$ cat src/rtl/alu_wb_stage.sv
// Execute-to-writeback stage behind the Gumnut ALU: captures ALU results,
// holds the {Z,C,N,V} condition codes, buffers register-file writes in a
// 2-entry skid queue and evaluates branch conditions.
// Optional build macro: ALU_FLAG_FWD_EN (br_taken sees next-state flags).
module alu_wb_stage #(
  parameter int unsigned DATA_W  = 8,
  parameter int unsigned RADDR_W = 3
) (
  input  logic               clk,
  input  logic               rst_n,
  input  logic               in_valid,
  output logic               in_ready,
  input  logic [DATA_W-1:0]  alu_c,
  input  logic               alu_cout,
  input  logic               alu_ov,
  input  logic               alu_neg,
  input  logic               alu_zero,
  input  logic [2:0]         alu_op,
  input  logic [RADDR_W-1:0] rd,
  input  logic               wr_en,
  input  logic               upd_flags,
  input  logic               flag_ld,
  input  logic [3:0]         flag_ld_val,
  output logic               out_valid,
  input  logic               out_ready,
  output logic [RADDR_W-1:0] rf_waddr,
  output logic [DATA_W-1:0]  rf_wdata,
  output logic [3:0]         flags,
  input  logic [1:0]         br_cond,
  input  logic               br_inv,
  output logic               br_taken,
  output logic [1:0]         occ
);

  localparam int unsigned OCC_W = 2;
  localparam int unsigned FL_W  = 4;

  // Queue storage: slot 0 is the head and drives the register-file port.
  logic [RADDR_W-1:0] head_addr, tail_addr;
  logic [DATA_W-1:0]  head_data, tail_data;
  logic [RADDR_W-1:0] nxt_head_addr, nxt_tail_addr;
  logic [DATA_W-1:0]  nxt_head_data, nxt_tail_data;
  logic [OCC_W-1:0]   nxt_occ;
  logic [FL_W-1:0]    nxt_flags;
  logic               accept, pop, enq;
  logic [1:0]         br_idx;
  logic [FL_W-1:0]    br_src;

  assign out_valid = (occ != OCC_W'(0));
  assign pop       = out_valid & out_ready;
  assign in_ready  = (occ != OCC_W'(2)) | pop;
  assign accept    = in_valid & in_ready;
  assign enq       = accept & wr_en;
  assign rf_waddr  = head_addr;
  assign rf_wdata  = head_data;

  // Next-state queue contents and occupancy for enqueue/pop combinations.
  always_comb begin
    nxt_occ       = occ;
    nxt_head_addr = head_addr;
    nxt_head_data = head_data;
    nxt_tail_addr = tail_addr;
    nxt_tail_data = tail_data;
    case ({enq, pop})
      2'b10: begin
        if (occ == OCC_W'(0)) begin
          nxt_head_addr = rd;
          nxt_head_data = alu_c;
        end else begin
          nxt_tail_addr = rd;
          nxt_tail_data = alu_c;
        end
        nxt_occ = occ + OCC_W'(1);
      end
      2'b01: begin
        nxt_head_addr = tail_addr;
        nxt_head_data = tail_data;
        nxt_occ       = occ - OCC_W'(1);
      end
      2'b11: begin
        if (occ == OCC_W'(1)) begin
          nxt_head_addr = rd;
          nxt_head_data = alu_c;
        end else begin
          nxt_head_addr = tail_addr;
          nxt_head_data = tail_data;
          nxt_tail_addr = rd;
          nxt_tail_data = alu_c;
        end
      end
      default: ;
    endcase
  end

  // Next-state condition codes; a context-restore load overrides the ALU update.
  always_comb begin
    nxt_flags = flags;
    if (accept && upd_flags) begin
      nxt_flags[3] = alu_zero;
      nxt_flags[2] = alu_cout;
      nxt_flags[1] = alu_neg;
      if (alu_op[2:1] == 2'b00) nxt_flags[0] = alu_ov;
    end
    if (flag_ld) nxt_flags = flag_ld_val;
  end

  // Queue and flag state registers.
  always_ff @(posedge clk or negedge rst_n) begin
    if (!rst_n) begin
      occ       <= '0;
      head_addr <= '0;
      head_data <= '0;
      tail_addr <= '0;
      tail_data <= '0;
      flags     <= '0;
    end else begin
      occ       <= nxt_occ;
      head_addr <= nxt_head_addr;
      head_data <= nxt_head_data;
      tail_addr <= nxt_tail_addr;
      tail_data <= nxt_tail_data;
      flags     <= nxt_flags;
    end
  end

  // Branch evaluation: br_cond 00..11 selects Z,C,N,V = bit 3..0.
  assign br_idx = ~br_cond;
`ifdef ALU_FLAG_FWD_EN
  assign br_src = nxt_flags;
`else
  assign br_src = flags;
`endif
  assign br_taken = br_src[br_idx] ^ br_inv;

endmodule

$ cat config.mk
export PLATFORM = sky130hd
export DESIGN_NAME = alu_wb_stage
export DESIGN_NICKNAME = d
export VERILOG_FILES = /design/src/rtl/alu_wb_stage.sv
export SDC_FILE = /design/constraint.sdc
export NUM_CORES = 1
export LEC_CHECK = 0
export BUFFER_PORTS_ARGS = -buffer_cell sky130_fd_sc_hd__buf_4
export CORE_MARGIN = 2
export CORE_UTILIZATION = 35
export DETAILED_ROUTE_END_ITERATION = 8
export GPL_ROUTABILITY_DRIVEN = 0
export MAX_ROUTING_LAYER = met4
export SETUP_SLACK_MARGIN = 0.15
export SYNTH_ARGS = -nofsm -noshare
export SYNTH_HDL_FRONTEND = slang
export SYNTH_SLANG_ARGS = --single-unit
$ cat constraint.sdc
create_clock -name clk -period 4.29 [get_ports clk]
set_clock_uncertainty 0.2 [all_clocks]
set_input_delay 0.6435 -clock clk [delete_from_list [all_inputs] [get_ports clk]]
set_output_delay 0.6435 -clock clk [all_outputs]
set_load 0.02 [all_outputs]
; Word level (Yosys, flattened, before mapping)
; Index checks and enable logic that the tools add are counted.
[classes]
add_sub_neg = 2
multipliers = 0
n_div = 0
magnitude_cmp = 1
n_eq_ne = 8
shifts = 0
muxes = 18
n_bitwise = 6
reduce_logical = 12
[ops]
columns = cell, count
row1 = 8-bit 2-to-1 mux, 4
row2 = 8-bit case mux with 3 select lines, 1
row3 = 8-bit case mux with 2 select lines, 1
row4 = 3-bit 2-to-1 mux, 4
row5 = 2-bit nonzero test, 5
row6 = 3-bit case mux with 3 select lines, 1
row7 = 4-bit 2-to-1 mux, 2
row8 = 2-bit != test (second input constant), 4
row9 = 3-bit case mux with 2 select lines, 1
row10 = 2-bit by 1-bit == test with 1-bit output (second input constant), 2
row11 = 2-bit == test (second input constant), 2
row12 = 2-bit zero test, 2
row13 = 2-bit case mux with 2 select lines, 1
row14 = 2-bit AND reduction, 2
row15 = 1-bit bitwise AND, 3
row16 = 2-bit by 3-bit less-than comparator with 1-bit output (second input constant), 1
row17 = 3-bit AND reduction, 1
row18 = 3-bit nonzero test, 1
row19 = 2-bit by 1-bit adder with 2-bit output (second input constant), 1
row20 = 1-bit binary-select mux with 2-bit select, 1
row21 = 1-bit 2-to-1 mux, 2
row22 = 2-bit NOT, 1
row23 = 2-bit by 1-bit subtractor with 2-bit output (second input constant), 1
row24 = 1-bit logical AND, 1
row25 = other kinds (2), 2
[totals]
register_bits = 28
latch_bits = 0
mem_bits_rw = 0
romBits = 0
inputBits = 32
output_inout_bits = 20
elab_cells = 54
memories = 0

; Logic depth before layout (Yosys ltp)
[depth]
word_depth = 8
ltp_mapped = 10
depth_no_buf = 9

; Worst setup path after synthesis
; OpenSTA, ideal clock, no wires.
[synth_path]
kind = flip-flop to flip-flop
startpoint = register occ[0]
endpoint = register tail_addr[0]
setup_time_ps = 125
arrival_time_ps = 2459
t_required_ps = 3965
slack_ps = 1506
stages_incl_launch_ff = 11
path_buffers = 1
synth_period_minus_slack_ps = 2784
path_cell_list = dfrtp_1 inv_1 ha_1 nand2b_4 nand2_1 and3_1 ha_1 and2_4 a211oi_2 buf_6 mux2_4
[synth_between]
elab_chain_cells = 8
elab_cells_between_ends = 15
classes_between = eq/ne (6) / mux (1) / bitwise (4) / reduce/logical (4)
[synth_lines]
columns = item, line
row1 = from (decl), 32  ; output logic [1:0] occ
row2 = from (signal assigned), 117  ; occ <= nxt_occ;
row3 = 2-bit nonzero test, 49  ; assign out_valid = (occ != OCC_W'(0));
row4 = 1-bit bitwise AND, 50  ; assign pop = out_valid & out_ready;
row5 = 1-bit bitwise OR *, 51  ; assign in_ready = (occ != OCC_W'(2)) | pop;
row6 = net in_ready, 12  ; output logic in_ready,
row7 = 1-bit bitwise AND *, 52  ; assign accept = in_valid & in_ready;
row8 = 1-bit bitwise AND *, 53  ; assign enq = accept & wr_en;
row9 = 2-bit == test, 64  ; case ({enq, pop})
row10 = 2-bit != test (no line) or 2-bit nonzero test (tied branches), -
row11 = 3-bit AND reduction (no line), -
row12 = to (signal assigned), 120  ; tail_addr <= nxt_tail_addr;
row13 = to (decl), 39  ; logic [RADDR_W-1:0] head_addr, tail_addr;
; The timed path passes the listed nets; every way through them passes the cells marked *.
; A chain may end at the register's enable or synchronous reset.

; Worst setup path after layout
[layout_path]
startpoint = register occ[0]
endpoint = register head_data[3], in the netlist rf_wdata[3]
[layout_between]
elab_chain_cells = 8
elab_cells_between_ends = 16
classes_between = eq/ne (6) / mux (2) / bitwise (4) / reduce/logical (4)
[layout_lines]
columns = item, line
row1 = 2-bit nonzero test, 49
row2 = 1-bit bitwise AND, 50
row3 = 1-bit bitwise OR, 51
row4 = 1-bit bitwise AND, 52
row5 = 1-bit bitwise AND, 53
row6 = 2-bit == test or 2-bit by 1-bit == test with 1-bit output (tied branches), 64
row7 = 2-bit != test (no line) or 3-bit nonzero test (tied branches), -
row8 = 2-bit AND reduction (no line), -
row9 = to (signal assigned), 119  ; head_data <= nxt_head_data;
row10 = to (decl), 40  ; logic [DATA_W-1:0] head_data, tail_data;
; Several ways; a longest one is shown, not always the timed one.

==> results.toml <==
[pwr]
p_total_w = 0.001329
p_sw_w = 0.0005067
p_clk_share_pct = 16.0
p_per_area_nw_per_um2 = 660.9
sw_frac_of_total_pct = 38.13
p_int_w = 0.0008222
peakVddDrop_mv = 0.2545
seqPwrFrac_pct = 34.6
cellLeakagePower_nw = 0.9033
combPwrFrac_pct = 49.3

[clock_network]
htree_levels = 1
hold_buffers = 0
post_cts_buffers = 0
cts_made_buffers = 3
path_clk_slew_ps = 110
cts_tree = "yes"
cts_sinks = 28
cts-resized-gates = 0
clock_latency_ps = 280
cts_root_buffer = "clkbuf_8"
clk_path_buf_depth = 2

[placement]
dpl.hpwl_um = 2602
dp.cells = 234
dpl_cell_area_um2 = 1939
io_buffers = 50

[synthesis]
netlist.area_leader.share_pct = 45.20
ys_seq_area_share_pct = 45.20
synthTopCellsByArea = "dfrtp_1, mux2_4, o211ai_1"
synthesis.nets = 179
synth_area_um2 = 1550
synth_area_per_cell_um2 = 10.99
synth-warning-count = 0
synth_seq_cells = 28
synth_top_cell_by_area = "dfrtp_1"
ys_types = 33
netlist_instances = 141

[run_status]
status = "finished clean"

[worst_setup_path]
worst-path-max-fanout = 29
arrival_ps = 2960
crit_slowest_cell = "nor2b_1"
crit_chain = "inv_1 > ha_1 > nand2b_4 > inv_4 > ha_1 > nor2b_1 > o211ai_1 > a31oi_1"
critPathLaunchType = "flip-flop"
slowest_delay_ps = 740
required_ps = 4300
cp-end-kind = "flip-flop"
path_class = "reg2reg"
cpMostUsedCell = "ha_1"

[grt]
grt_use_total_pct = 16.44
antenna_found_initial = 0
grt_first_pass_wirelength_um = 6534
grt_overflow = 0
grt_max_degree = 30
grt_pass1_vias = 1327

[timing]
max-slew-margin-rel_pct = 38.77
fin_tns_setup_ps = 0
post-route-period-util_pct = 68.72
rsz0062_at_grt = "no"
worst_pin_slew_ps = 916.6
period_minus_slack_ps = 2948
max_freq_mhz = 339.2
finalSetupViolations = 0
hold_violations = 0
slew_violations = 0

[drt]
drtPass1Iterations = 4
vias = 1317
routed_wl_um = 3838
viasPerCell = 5.534
detail-route-antenna-nets = 0
post_drt_wl_per_cell_um = 16.13
first_iter_violations = 89
drc_errors = 0

[final_layout]
stdcell_count = 238
drive_gt1_share_pct = 38.17
fillers = 425
nNetsFinal = 225
area_growth_pct = 29.70
final_cell_mix = "buf_4, dfrtp_1, o21ai_0"
seq_area_um2 = 700.7
final_common_cell = "buf_4"
fin_area_um2 = 2011
multi_input_area_um2 = 750.7
diodes = 0

[floorplan]
chipWidth_um = 70.55
dieArea_um2 = 4977
num_rows = 24
ios = 52
start_util_pct = 35.85
coreArea_um2 = 4324
die_y_um = 70.55

[hold_path]
worstHoldPathType = "in2async"

[job]
cap_violations = 0
## stage by stage
| stage | setup WS [ps] | hold WS (ps) | util [%] |
|---|---|---|---|
| after floorplan | 1506 | 147.9 | - |
| after global placement | 1409 | 270.8 | 44.85 |
| after detailed placement | 1353 | 290.3 | 44.85 |
| after CTS | 1326 | 83.06 | 46.50 |
| after global routing | 1169 | 86.51 | 46.50 |
| final | 1342 | 59.11 | 46.50 |
## critical path, delay by kind of cell, from the launching register on
family | cells | cell delay, ps
AO/OA/AOI/OAI | 2 | 390
buffers and inverters | 2 | 370
flip-flops | 1 | 420
AND/OR/NAND/NOR | 2 | 990
adder cells (fa/ha/maj) | 2 | 500
## cell families after synthesis
family | Yosys count | synth area share [%]
xor gates and xnor gates | 3 | 1.695
buffers and inverters | 20 | 6.376
adders and majority gates | 6 | 4.842
DFF | 28 | 45.20
AOI/OAI and AO/OA | 45 | 19.94
muxes | 12 | 11.86
and+or+nand+nor | 27 | 10.09
## cell usage after synthesis
cell and instances:
and2_1 1, nor2b_1 1, dfrtp_1 28, nand2b_4 1, mux2_4 10, o21ai_0 12
inv_1 9, clkbuf_1 2, mux4_2 1, buf_6 2, and3_1 1, o211ai_1 11
o2111ai_1 4, o311ai_1 4, buf_1 1, a21boi_1 1, a211oi_2 1, or2_4 1
nand2_1 6, and2_4 1, buf_2 5, nand3_1 1, inv_4 1, nor3_1 11
xor2_1 1, a21boi_0 1, ha_1 6, and4b_1 1, xnor2_1 2, mux2_1 1
nor2_1 1, nor4bb_1 1, a31oi_1 11
## power by group through the flow
stage                     registers, W  clock network [W]  logic (W)
after floorplan               0.000535                  0   0.000369
after global placement        0.000460                  0   0.000644
after detailed placement      0.000465                  0   0.000659
after CTS                     0.000461           0.000219   0.000662
after global routing          0.000475           0.000229   0.000711
final                         0.000460           0.000213   0.000656
## sequential cells by signal (all words and copies together), names as in the netlist
| name | count |
|---|---|
| rf_wdata | 8 |
| tail_data | 8 |
| flags | 4 |
| rf_waddr | 3 |
| tail_addr | 3 |
| occ | 2 |
## routing by layer
metal  up-vias  track usage (%)  routed length [um]
met2        57            25.16                1796
met5         -                -                   0
met1       640            23.06                1719
met4         0            2.096                  16
met3         2            3.989                 305
li1        618                -                   -
## path summary, 6_finish.rpt
check / start / endpoint / slack (ps) / cells after the start
worst max-delay path: occ[0] / rf_wdata[3] / 1340 / 8
worst min-delay path: rst_n / rf_wdata[6] / 60 / 1
worst max register to register: occ[0] / rf_wdata[3] / 1340 / 8
worst min register to register: tail_addr[1] / tail_addr[1] / 310 / 1
max in group asynchronous: rst_n / flags[0] / 3540 / 1
min in group clk: tail_addr[1] / tail_addr[1] / 310 / 1
## area by class of cell
class                      instances  area share (%)
sequential                        28           34.85
inverter                          10           1.991
multi-input combinational         93           37.34
clock inverter                     1           1.493
clock buffer                       3           2.054
timing repair buffer              51           19.04
tap                               52           3.236
(Power assumes the default switching activity.)
